===== src/rtl/fetch_unit.sv =====
// Instruction-fetch stage: owns the PC, fetches over a req/ready handshake and
// holds the fetched word for one execute window while the next PC is chosen.
module fetch_unit #(
  parameter logic [31:0] RESET_PC = 32'h0000_0000
) (
  input  logic        clk,
  input  logic        rst_n,
  output logic        imem_req,
  output logic [31:0] imem_addr,
  input  logic        imem_ready,
  input  logic [31:0] imem_rdata,
  output logic [31:0] instr,
  output logic        instr_valid,
  output logic [31:0] pc,
  output logic [31:0] pc_plus4,
  input  logic        stall,
  input  logic [1:0]  jump,
  input  logic        branch,
  input  logic        alu_zero,
  input  logic [31:0] jr_target,
  output logic [31:0] retired,
  output logic        misalign
);

  typedef enum logic [1:0] {
    S_IDLE,
    S_FETCH,
    S_EXEC
  } state_t;

  state_t      state_q, state_d;
  logic [31:0] pc_q, pc_d;
  logic [31:0] instr_q, instr_d;
  logic [31:0] retired_q, retired_d;
  logic        misalign_q, misalign_d;

  logic [31:0] pc_plus4_w;
  logic [31:0] branch_off;
  logic [31:0] next_pc;

  assign pc_plus4_w = pc_q + 32'd4;
  assign branch_off = {{14{instr_q[15]}}, instr_q[15:0], 2'b00};

  // Jump outranks branch; the reserved jump code 11 falls through as sequential.
  always_comb begin
    next_pc = pc_plus4_w;
    case (jump)
      2'b10:   next_pc = {jr_target[31:2], 2'b00};
      2'b01:   next_pc = {pc_plus4_w[31:28], instr_q[25:0], 2'b00};
      default: begin
        if (branch && !alu_zero) begin
          next_pc = pc_plus4_w + branch_off;
        end
      end
    endcase
  end

  always_comb begin
    state_d     = state_q;
    pc_d        = pc_q;
    instr_d     = instr_q;
    retired_d   = retired_q;
    misalign_d  = misalign_q;
    imem_req    = 1'b0;
    instr_valid = 1'b0;
    case (state_q)
      S_IDLE: begin
        state_d = S_FETCH;
      end
      S_FETCH: begin
        imem_req = 1'b1;
        if (imem_ready) begin
          instr_d = imem_rdata;
          state_d = S_EXEC;
        end
      end
      S_EXEC: begin
        instr_valid = 1'b1;
        if (!stall) begin
          pc_d      = next_pc;
          retired_d = retired_q + 32'd1;
          if ((jump == 2'b10) && (jr_target[1:0] != 2'b00)) begin
            misalign_d = 1'b1;
          end
          state_d = S_FETCH;
        end
      end
      default: begin
        state_d = S_IDLE;
      end
    endcase
  end

  always_ff @(posedge clk or negedge rst_n) begin
    if (!rst_n) begin
      state_q    <= S_IDLE;
      pc_q       <= RESET_PC;
      instr_q    <= 32'd0;
      retired_q  <= 32'd0;
      misalign_q <= 1'b0;
    end else begin
      state_q    <= state_d;
      pc_q       <= pc_d;
      instr_q    <= instr_d;
      retired_q  <= retired_d;
      misalign_q <= misalign_d;
    end
  end

  // The fetch address is the PC itself, so it cannot move while a request is open.
  assign imem_addr = pc_q;
  assign instr     = instr_q;
  assign pc        = pc_q;
  assign pc_plus4  = pc_plus4_w;
  assign retired   = retired_q;
  assign misalign  = misalign_q;

endmodule


===== config.mk =====
export PLATFORM = sky130hd
export DESIGN_NAME = fetch_unit
export DESIGN_NICKNAME = d
export VERILOG_FILES = /design/src/rtl/fetch_unit.sv
export SDC_FILE = /design/constraint.sdc
export NUM_CORES = 1
export LEC_CHECK = 0
export ABC_AREA = 1
export CORE_MARGIN = 5
export CORE_UTILIZATION = 45
export DETAILED_ROUTE_END_ITERATION = 16
export GPL_ROUTABILITY_DRIVEN = 0
export PLACE_DENSITY = 0.82
export RECOVER_POWER = 25
export SLEW_MARGIN = 10
export SYNTH_ARGS = -nofsm -noshare
export SYNTH_HDL_FRONTEND = slang
export SYNTH_SLANG_ARGS = --single-unit

===== constraint.sdc =====
create_clock -name clk -period 4 [get_ports clk]
set_input_delay 0.8 -clock clk [delete_from_list [all_inputs] [get_ports clk]]
set_output_delay 0.8 -clock clk [all_outputs]
set_load 0.02 [all_outputs]

==> flow_summary_export.csv <==
group,metric,value,unit
setup_path,cp-end-kind,"primary output",
outcome,violations,"capacitance limit, slew limit",
floorplan,die_w,145,µm
cells_and_area,post-route-util,59.9,%
global_routing,grt_overflow_total,0,
global_routing,grtUsageMet2,43.9,%
synthesis,syn_avg_cell_area,6.68,µm²
cells_and_area,area_growth,31.4,%
route,drt_wl_total,28500,µm
setup_path,reg2regPathDepth,21,
timing,period_minus_slack,3830,ps
cts,post_cts_buffers,0,
route,vias_per_cell,5.32,
synthesis,ys_seq_elements,97,
setup_path,path_max_fanout,7,
timing,fmax,261,MHz
synthesis,async_reset_ff_share,100,%
timing,fin_tns_setup,0,ps
cells_and_area,final_cell_mix,"nand2_1 (362), clkdlybuf4s50_1 (227), inv_1 (172)",
route,drc,0,
synthesis,ys_seq_area_share,29.7,%
global_routing,busiest_layer,"met2",
setup_path,r2r_start,"imem_addr[2]",
synthesis,ys_types,48,
cts,cts.sinks,97,
global_routing,antenna_found_initial,0,
synthesis,yosysWarnings,0,
route,drtIter0Drc,722,
floorplan,die_height,145,µm
power,ir_drop,559,µV
timing,fin_crit_sh,95.6,%
timing,drv_slew,63,
timing,fin_skew,9.40,ps
synthesis,syn_area,8170,µm²
route,ant_nets,0,
route,vias,8745,
cts,cts_tree,"yes",
cts,root_buffer,"clkbuf_16",
floorplan,die_area,20900,µm²
route,drt-wirelength-per-cell,17.3,µm
cts,insertion_delay,350,ps
global_routing,met3_usage,5.69,%
setup_path,worstPathRequired,3200,ps
floorplan,start_util,45.6,%
timing,hold_violations,0,
cells_and_area,nFillCells,1679,
cells_and_area,antennaDiodeCount,0,
outcome,outcome,"finished, violations left",
cells_and_area,drive_gt1_share,4.67,%
setup_path,start_kind,"register",
synthesis,synthFlopType,"dfrtp_1",
worst_hold_path,hp-class,"register to register",
worst_hold_path,min_path_cells,1,
cells_and_area,instances_no_fill,1643,
floorplan,core_area,17900,µm²
timing,rsz0062_at_grt,"no",
cts,htree_levels,3,
flow_run,cap_viol_max_count,1,
cts,clkTransAtPathRegs,70,ps
power,power_density,876,nW/µm²
power,p_leak,5.45,nW
timing,setup_viol,0,
cells_and_area,final_common_cell,"nand2_1",
place,placement.io_buffers,228,
global_routing,grt_max_degree,85,
synthesis,synthCells,1222,
cells_and_area,fin_nets,1517,
synthesis,synth_edf_count,0,
global_routing,grt_pass1_vias,8337,
cts,cts.path.max_buffers,2,
floorplan,io_pins,235,
worst_hold_path,min-delay-start,"retired[31]",
timing,relSlewSlack,-5.38,%
place,place_inst,1626,
route,firstDrtPassIters,6,
setup_path,path_class,"register to primary output",
setup_path,cp_data_arrival_time,3030,ps
power,total_power,9.41,mW
setup_path,cp-startpoint,"imem_addr[2]",
cts,hold_buffers,0,
floorplan,num_rows,49,
cts,numCtsBuffers,9,
place,hpwl,22800,µm
timing,hold_ws,477,ps
global_routing,met1_usage,35.6,%
global_routing,grt_usage,26.9,%
global_routing,grt_pass1_wl,44000,µm
timing,worstMarginPinSlew,1580,ps
cts,cts_resized,0,
[registers in the layout, summed over array words and instances (netlist names)]
register,cells
misalign,1
retired,32
imem_addr,30
instr,32
state_q,2
[kinds of logic (layout without fill, tap and decap cells)]
| logic type | count (synthesis) | after routing | share of synthesized area (%) |
|---|---|---|---|
| simple gates | 631 | 631 | 33.6 |
| buf+inv | 239 | 426 | 12.7 |
| compound gates | 151 | 151 | 10.6 |
| flops | 97 | 97 | 29.7 |
| xor+xnor | 49 | 49 | 5.26 |
| fa+ha+maj | 36 | 36 | 5.61 |
| mux | 18 | 18 | 2.48 |
| other cells | 1 | 6 | 0.0459 |
[worst max-delay path, cell delays in order (launching register included)]
cell and delay (ps):
dfrtp_1 520, ha_1 260, nand2_1 100, nor3_1 150
inv_1 100, nor2_1 240, nand2_1 160, xnor2_1 450
clkdlybuf4s50_1 700
[layer usage]
layer | vias to the layer above | share of wire (%)
li1 | 4236 | -
met1 | 4053 | 40
met2 | 403 | 46
met3 | 53 | 10
met4 | 0 | 3.2
met5 | - | 0
[synthesized netlist by cell type (4+ instances only)]
master / count / area [µm²]
inv_1: 172 / 646
and2_1: 5 / 31.3
dfrtp_1: 97 / 2430
or2_2: 6 / 37.5
mux2_2: 18 / 203
a22oi_1: 4 / 30.0
xor2_1: 35 / 307
buf_4: 36 / 270
o21ai_0: 37 / 185
nand3b_1: 7 / 52.6
o21bai_1: 6 / 45.0
ha_1: 35 / 438
o22ai_1: 4 / 25.0
clkbuf_1: 19 / 71.3
nor3_1: 25 / 125
nand4_1: 16 / 100
buf_1: 6 / 22.5
nor2_1: 103 / 387
a21oi_1: 77 / 385
xnor2_1: 14 / 123
a22o_1: 8 / 70.1
nand3_1: 86 / 430
nand2_1: 363 / 1360
[worst paths after layout]
| check | endpoint | slack, ps |
|---|---|---|
| hold / removal | retired[31] | 480 |
| max in group asynchronous | imem_addr[14] | 1130 |
| min in group asynchronous | instr[27] | 690 |
| setup reg to reg | imem_addr[24] | 300 |
| setup / recovery | pc_plus4[20] | 170 |
| hold reg to reg | retired[31] | 480 |
[power breakdown]
group	total, mW	switching [mW]	internal (mW)
logic	6.59	3.99	2.60
clock network	0.905	0.407	0.499
registers	1.91	0.596	1.32
[metrics by stage]
| step | setup slack (ps) | cell area [µm²] |
|---|---|---|
| 6_report | 175 | 10700 |
| 5_1_grt | 8.34 | 10700 |
| 4_1_cts | 220 | 10700 |
| 3_5_place_dp | 432 | 10400 |
| 3_3_place_gp | 409 | 10400 |
| 2_1_floorplan | 837 | 8190 |
[area by class of cell]
| type | instances | area (µm²) | area share, % |
|---|---|---|---|
| inverter | 175 | 657 | 6.12 |
| clock buffer | 9 | 225 | 2.10 |
| multi-input combinational | 891 | 4730 | 44.1 |
| sequential | 97 | 2430 | 22.6 |
| tap | 229 | 287 | 2.67 |
| clock inverter | 7 | 85.1 | 0.793 |
| timing repair buffer | 235 | 2320 | 21.6 |
(Power assumes the default switching activity.)
